[config.mk]
export PLATFORM = sky130hd
export DESIGN_NAME = demo_stim_gen
export DESIGN_NICKNAME = d
export VERILOG_FILES = /design/src/rtl/demo_pkg.sv /design/src/rtl/demo_stim_gen_bit_rise_tick.sv /design/src/rtl/demo_stim_gen.sv
export SDC_FILE = /design/constraint.sdc
export NUM_CORES = 1
export LEC_CHECK = 0
export CAP_MARGIN = 10
export CELL_PAD_IN_SITES_DETAIL_PLACEMENT = 1
export CELL_PAD_IN_SITES_GLOBAL_PLACEMENT = 1
export CORE_UTILIZATION = 37
export CTS_CLUSTER_DIAMETER = 150
export DETAILED_ROUTE_END_ITERATION = 16
export PLACE_DENSITY = 0.81
export REMOVE_ABC_BUFFERS = 1
export SLEW_MARGIN = 0
export SYNTH_ARGS = -nofsm -noshare
export SYNTH_HDL_FRONTEND = slang
export SYNTH_SLANG_ARGS = --single-unit
[constraint.sdc]
create_clock -name clk -period 1.8 [get_ports clk]
set_input_delay 0.54 -clock clk [delete_from_list [all_inputs] [get_ports clk]]
set_output_delay 0.54 -clock clk [all_outputs]
set_load 0.02 [all_outputs]
[src/rtl/demo_pkg.sv]
// Shared constants for the logic-analyzer demo stimulus generator:
// pattern mode codes and analyzer-reset FSM state encoding.
package demo_pkg;

   localparam logic [1:0] MODE_TOGGLE = 2'd0;
   localparam logic [1:0] MODE_WALK   = 2'd1;
   localparam logic [1:0] MODE_LFSR   = 2'd2;
   localparam logic [1:0] MODE_COUNT  = 2'd3;

   localparam logic [1:0] ST_ARM   = 2'd0;
   localparam logic [1:0] ST_PULSE = 2'd1;
   localparam logic [1:0] ST_DONE  = 2'd2;

endpackage

[src/rtl/demo_stim_gen_bit_rise_tick.sv]
// Rising-edge detector on a bit: registers d and pulses tick for one
// cycle when d is high and its registered copy is low. Ports: clk, rst, d, tick.
module bit_rise_tick (
   input  logic clk,
   input  logic rst,
   input  logic d,
   output logic tick
);

   logic q;

   always_ff @(posedge clk) begin
      if (rst) q <= 1'b0;
      else     q <= d;
   end

   assign tick = d & ~q;

endmodule

[src/rtl/demo_stim_gen.sv]
// Stimulus/housekeeping generator for the analyzer demos: analyzer reset
// pulse, free-running counter, prescaled LEDs and a mode-selectable pattern.
// Ports: clk, rst, mode, hold in; la_rst_l, por_done, count, tick, led,
// pattern, la_data out.
module demo_stim_gen
   import demo_pkg::*;
#(
   parameter int                DATA_W       = 8,
   parameter int                CNT_W        = 17,
   parameter int                PRESCALE_BIT = 16,
   parameter int                PAT_BIT      = 2,
   parameter int                LED_W        = 5,
   parameter int                LED_LSB      = 3,
   parameter int                PROBE_W      = 8,
   parameter int                POR_LOW      = 1,
   parameter logic [DATA_W-1:0] LFSR_TAPS    = 8'hB8
) (
   input  logic                      clk,
   input  logic                      rst,
   input  logic [1:0]                mode,
   input  logic                      hold,
   output logic                      la_rst_l,
   output logic                      por_done,
   output logic [CNT_W-1:0]          count,
   output logic                      tick,
   output logic [LED_W-1:0]          led,
   output logic [DATA_W-1:0]         pattern,
   output logic [DATA_W+PROBE_W-1:0] la_data
);

   localparam int SW = LED_LSB + LED_W;
   localparam int PW = (POR_LOW > 1) ? $clog2(POR_LOW) : 1;

   logic [SW-1:0] slow;
   logic [1:0]    mode_q;
   logic [1:0]    state;
   logic [PW-1:0] pcnt;
   logic          ptick;

   function automatic logic [DATA_W-1:0] pat_seed(input logic [1:0] m);
      logic [DATA_W-1:0] s;
      s = '0;
      unique case (m)
         MODE_TOGGLE: s = {(DATA_W/2){2'b10}};
         MODE_WALK:   s = DATA_W'(1);
         MODE_LFSR:   s = DATA_W'(1);
         MODE_COUNT:  s = '0;
         default:     s = '0;
      endcase
      return s;
   endfunction

   function automatic logic [DATA_W-1:0] pat_next(
      input logic [1:0]        m,
      input logic [DATA_W-1:0] p
   );
      logic [DATA_W-1:0] n;
      n = p;
      unique case (m)
         MODE_TOGGLE: n = ~p;
         MODE_WALK:   n = {p[DATA_W-2:0], p[DATA_W-1]};
         MODE_LFSR: begin
            // all-zero is a lock-up state for the LFSR; restart it
            if (p == '0) n = DATA_W'(1);
            else         n = (p >> 1) ^ (p[0] ? LFSR_TAPS : '0);
         end
         MODE_COUNT:  n = p + DATA_W'(1);
         default:     n = p;
      endcase
      return n;
   endfunction

   always_ff @(posedge clk) begin
      if (rst) count <= '0;
      else     count <= count + CNT_W'(1);
   end

   bit_rise_tick u_tick (
      .clk  (clk),
      .rst  (rst),
      .d    (count[PRESCALE_BIT]),
      .tick (tick)
   );

   bit_rise_tick u_ptick (
      .clk  (clk),
      .rst  (rst),
      .d    (count[PAT_BIT]),
      .tick (ptick)
   );

   always_ff @(posedge clk) begin
      if (rst)       slow <= '0;
      else if (tick) slow <= slow + SW'(1);
   end

   assign led = slow[LED_LSB +: LED_W];

   always_ff @(posedge clk) begin
      if (rst) begin
         state    <= ST_ARM;
         pcnt     <= '0;
         la_rst_l <= 1'b1;
         por_done <= 1'b0;
      end else begin
         unique case (1'b1)
            state == ST_ARM: begin
               state    <= ST_PULSE;
               pcnt     <= '0;
               la_rst_l <= 1'b0;
            end
            state == ST_PULSE: begin
               if (pcnt == PW'(POR_LOW - 1)) begin
                  state    <= ST_DONE;
                  la_rst_l <= 1'b1;
                  por_done <= 1'b1;
               end else begin
                  pcnt <= pcnt + PW'(1);
               end
            end
            state == ST_DONE: begin
               la_rst_l <= 1'b1;
               por_done <= 1'b1;
            end
            default: begin
               state    <= ST_ARM;
               la_rst_l <= 1'b1;
               por_done <= 1'b0;
            end
         endcase
      end
   end

   // a mode change reseeds even under hold and wins over a coincident advance
   always_ff @(posedge clk) begin
      if (rst) begin
         mode_q  <= MODE_TOGGLE;
         pattern <= pat_seed(MODE_TOGGLE);
      end else begin
         mode_q <= mode;
         if (mode != mode_q)
            pattern <= pat_seed(mode);
         else if (ptick & ~hold)
            pattern <= pat_next(mode_q, pattern);
      end
   end

   assign la_data = {pattern, count[PROBE_W:1]};

endmodule

==> results.yml <==
outcome:
  status: "complete, no violations"
floorplan:
  core_area_um2: 6030
  die_area_um2: 6710
  die_h_um: 81.9
  start_util_pct: 39.2
  ios: 54
  rows: 28
  die_w_um: 81.9
logic_synthesis:
  yosysMostFrequentCell: "dfxtp_1"
  synthXorXnorAreaFrac_pct: 8.15
  synth.area.top_cells: "dfxtp_1 (35%), buf_4 (7.6%), nor2_1 (5.1%)"
  synthArstFlopShare_pct: 0
  syn_area_per_cell_um2: 8.54
  synth_area_um2: 2360
  synth_top_family_by_area: "simple AND/OR/NAND/NOR gates"
  ys_types: 57
  synth_edf_count: 0
  yosys.area_share.adder_pct: 4.76
  synth_top_area_share_pct: 34.7
  yosys.area_share.simple_pct: 24.2
  synth-seq-cells: 41
  yosysWarnings: 0
  synth_compound_gate_area_share_pct: 13.3
  synth_common_cells: "dfxtp_1 (41), nor2_1 (32), buf_4 (24)"
  netlist_instances: 277
  synth_flop_cell: "dfxtp_1"
  yosysSeqAreaShare_pct: 34.7
  muxShareOfSynthArea_pct: 3.12
  yosys.area.top_type: "dfxtp_1"
power:
  p_leak_nw: 1.38
  ir_drop_uv: 326
  powerDensity_nw_per_um2: 659
  p_total_mw: 2.01
timing:
  slew_headroom_pct: 68.6
  maxSlewViolCount: 0
  setup_tns_ns: 0
  worst_pin_slew_ns: 0.470
  hold_viol_final: 0
  worst_slack_ns: 0.0653
  rsz0062_at_grt: "false"
  finalSetupViolations: 0
  finalCritPeriodShare_pct: 96.4
  fmax_mhz: 576
  finalCriticalPeriod_ns: 1.73
  skew_ns: 0.0138
placed_design:
  dpl_cell_area_um2: 2990
  dp_slack_ns: -0.273
  dpl.hpwl_mm: 4.79
  place.gp.congestion: 0.856
  portBuffers: 53
final_layout:
  n_antenna_cell: 0
  fin_util_pct: 50.5
  syn_to_final_growth_pct: 28.6
  final_cell_area_um2: 3040
  fillerInstances: 730
  drive_above_1_share_pct: 15.4
  nNetsFinal: 345
route:
  first_iter_violations: 103
  vias: 2166
  drc: 0
  ant_nets: 0
  firstDrtPassIters: 4
  wl_per_cell_um: 15.5
  wirelength_mm: 6.33
  viasPerCell: 5.32
min_path:
  hp-start: "count[0]$_SDFF_PP0_"
  holdPathStages: 1
  hp-class: "flip-flop to flip-flop"
  min_delay_worst_endpoint: "count[0]$_SDFF_PP0_"
clock_network:
  htreeDepth: 2
  postCtsSetupRepairBufs: 0
  clk_latency_ns: 0.30
  cts.sinks: 41
  cts_resized: 46
  cts_tree: "done"
  cts_inserted_buffers: 5
  cts.hold.buffers_added: 0
  clk_pin_slew_worst_paths_ns: 0.08
  clockBufferDepth: 2
  cts-root-buf: "clkbuf_8"
critical_path:
  crit_required_ns: 1.26
  timing.rr.start: "pattern[0]$_SDFFE_PP0P_"
  crit_type: "flip-flop to primary output"
  cp-end-kind: "primary output"
  worst-path-stages: 1
  critPathTopFamily: "buffers and inverters"
  rr_worst_depth: 5
  crit_arrival_ns: 1.19
  cpPeakStageDelay_ns: 0.59
  cp.buffers_inverters: 1
  crit_path_start_kind: "flip-flop"
  slowest_stage: "clkdlybuf4s50_1"
  crit_chain: "clkdlybuf4s50_1"
  critPathMaxFanout: 1
  reg2reg_to: "pattern[1]$_SDFFE_PP1P_"
  rrSetupSlack_ns: 0.16
grt:
  grt_pass1_wl_mm: 10.5
  antenna_found_initial: 0
  grt_max_degree: 20
  grtUsageTotal_pct: 20.2
  grt-ovfl-total: 0
  grt_pass1_vias: 2187
run:
  drv_cap: 0
[cell usage in the layout, fill, tap and decap left out, drive strengths merged, types with 4 or more instances in the layout]
master / n
a21oi: 13
and3: 4
buf: 32
clkbuf: 5
clkdlybuf4s50: 5
dfxtp: 41
dlygate4sd2: 45
ha: 9
inv: 10
mux2i: 4
nand2: 15
nand3: 11
nand4: 7
nor2: 32
nor2b: 5
nor3: 4
nor3b: 4
o21ai: 11
xnor2: 11
xor2: 11
[worst max path at each step]
stage	endpoint	from	slack, ns
2_1_floorplan	pattern[3]$_SDFFE_PP1P_	count[2]$_SDFF_PP0_	-0.27
3_3_place_gp	pattern[7]$_SDFFE_PP1P_	mode[1]	-0.21
3_5_place_dp	pattern[7]$_SDFFE_PP1P_	mode[1]	-0.27
4_1_cts	count[12]	count[12]$_SDFF_PP0_	0.002
5_1_grt	pattern[4]$_SDFFE_PP0P_	mode[0]	0.01
6_report	la_rst_l	la_rst_l$_SDFF_PP1_	0.07
[metrics by stage]
step	instances	hold WS, ns
after detailed placement	399	0.481
after CTS	407	0.500
after global placement	399	0.462
final	407	0.487
after floorplan	239	0.479
after global routing	407	0.515
[layer usage]
layer | GRT usage [%] | vias up | wire, um
li1 | - | 1052 | -
met2 | 36.1 | 62 | 3130
met3 | 3.11 | 4 | 245
met1 | 25.4 | 1048 | 2910
met4 | 4.21 | 0 | 40
met5 | 0 | - | 0
[report_power, final]
| group | internal, mW | switching, mW |
|---|---|---|
| clock network | 0.275 | 0.349 |
| registers | 0.942 | 0.0375 |
| logic | 0.178 | 0.223 |
[sequential cells by signal, summed over array words and instances, names as in the netlist]
name and count:
state 2, count 17, por_done 1, u_tick.q 1, la_rst_l 1, slow 8, pattern 8, u_ptick.q 1
mode_q 2
[area by class of cell]
type | count | area [um2] | share of cell area (%)
timing repair buffer | 85 | 719 | 23.7
multi-input combinational | 189 | 1280 | 42.2
tap | 75 | 93.8 | 3.09
clock inverter | 3 | 21.3 | 0.699
inverter | 9 | 33.8 | 1.11
sequential | 41 | 822 | 27.0
clock buffer | 5 | 68.8 | 2.26
[kinds of logic (layout without fill, tap and decap cells)]
kind of cell	count (synthesis)	in the layout
adder cells (fa/ha/maj)	9	9
flip-flops	41	41
XOR/XNOR	22	22
buffers and inverters	47	102
AO/OA/AOI/OAI	47	47
multiplexers	6	6
AND/OR/NAND/NOR	105	105
(Power assumes the default switching activity.)
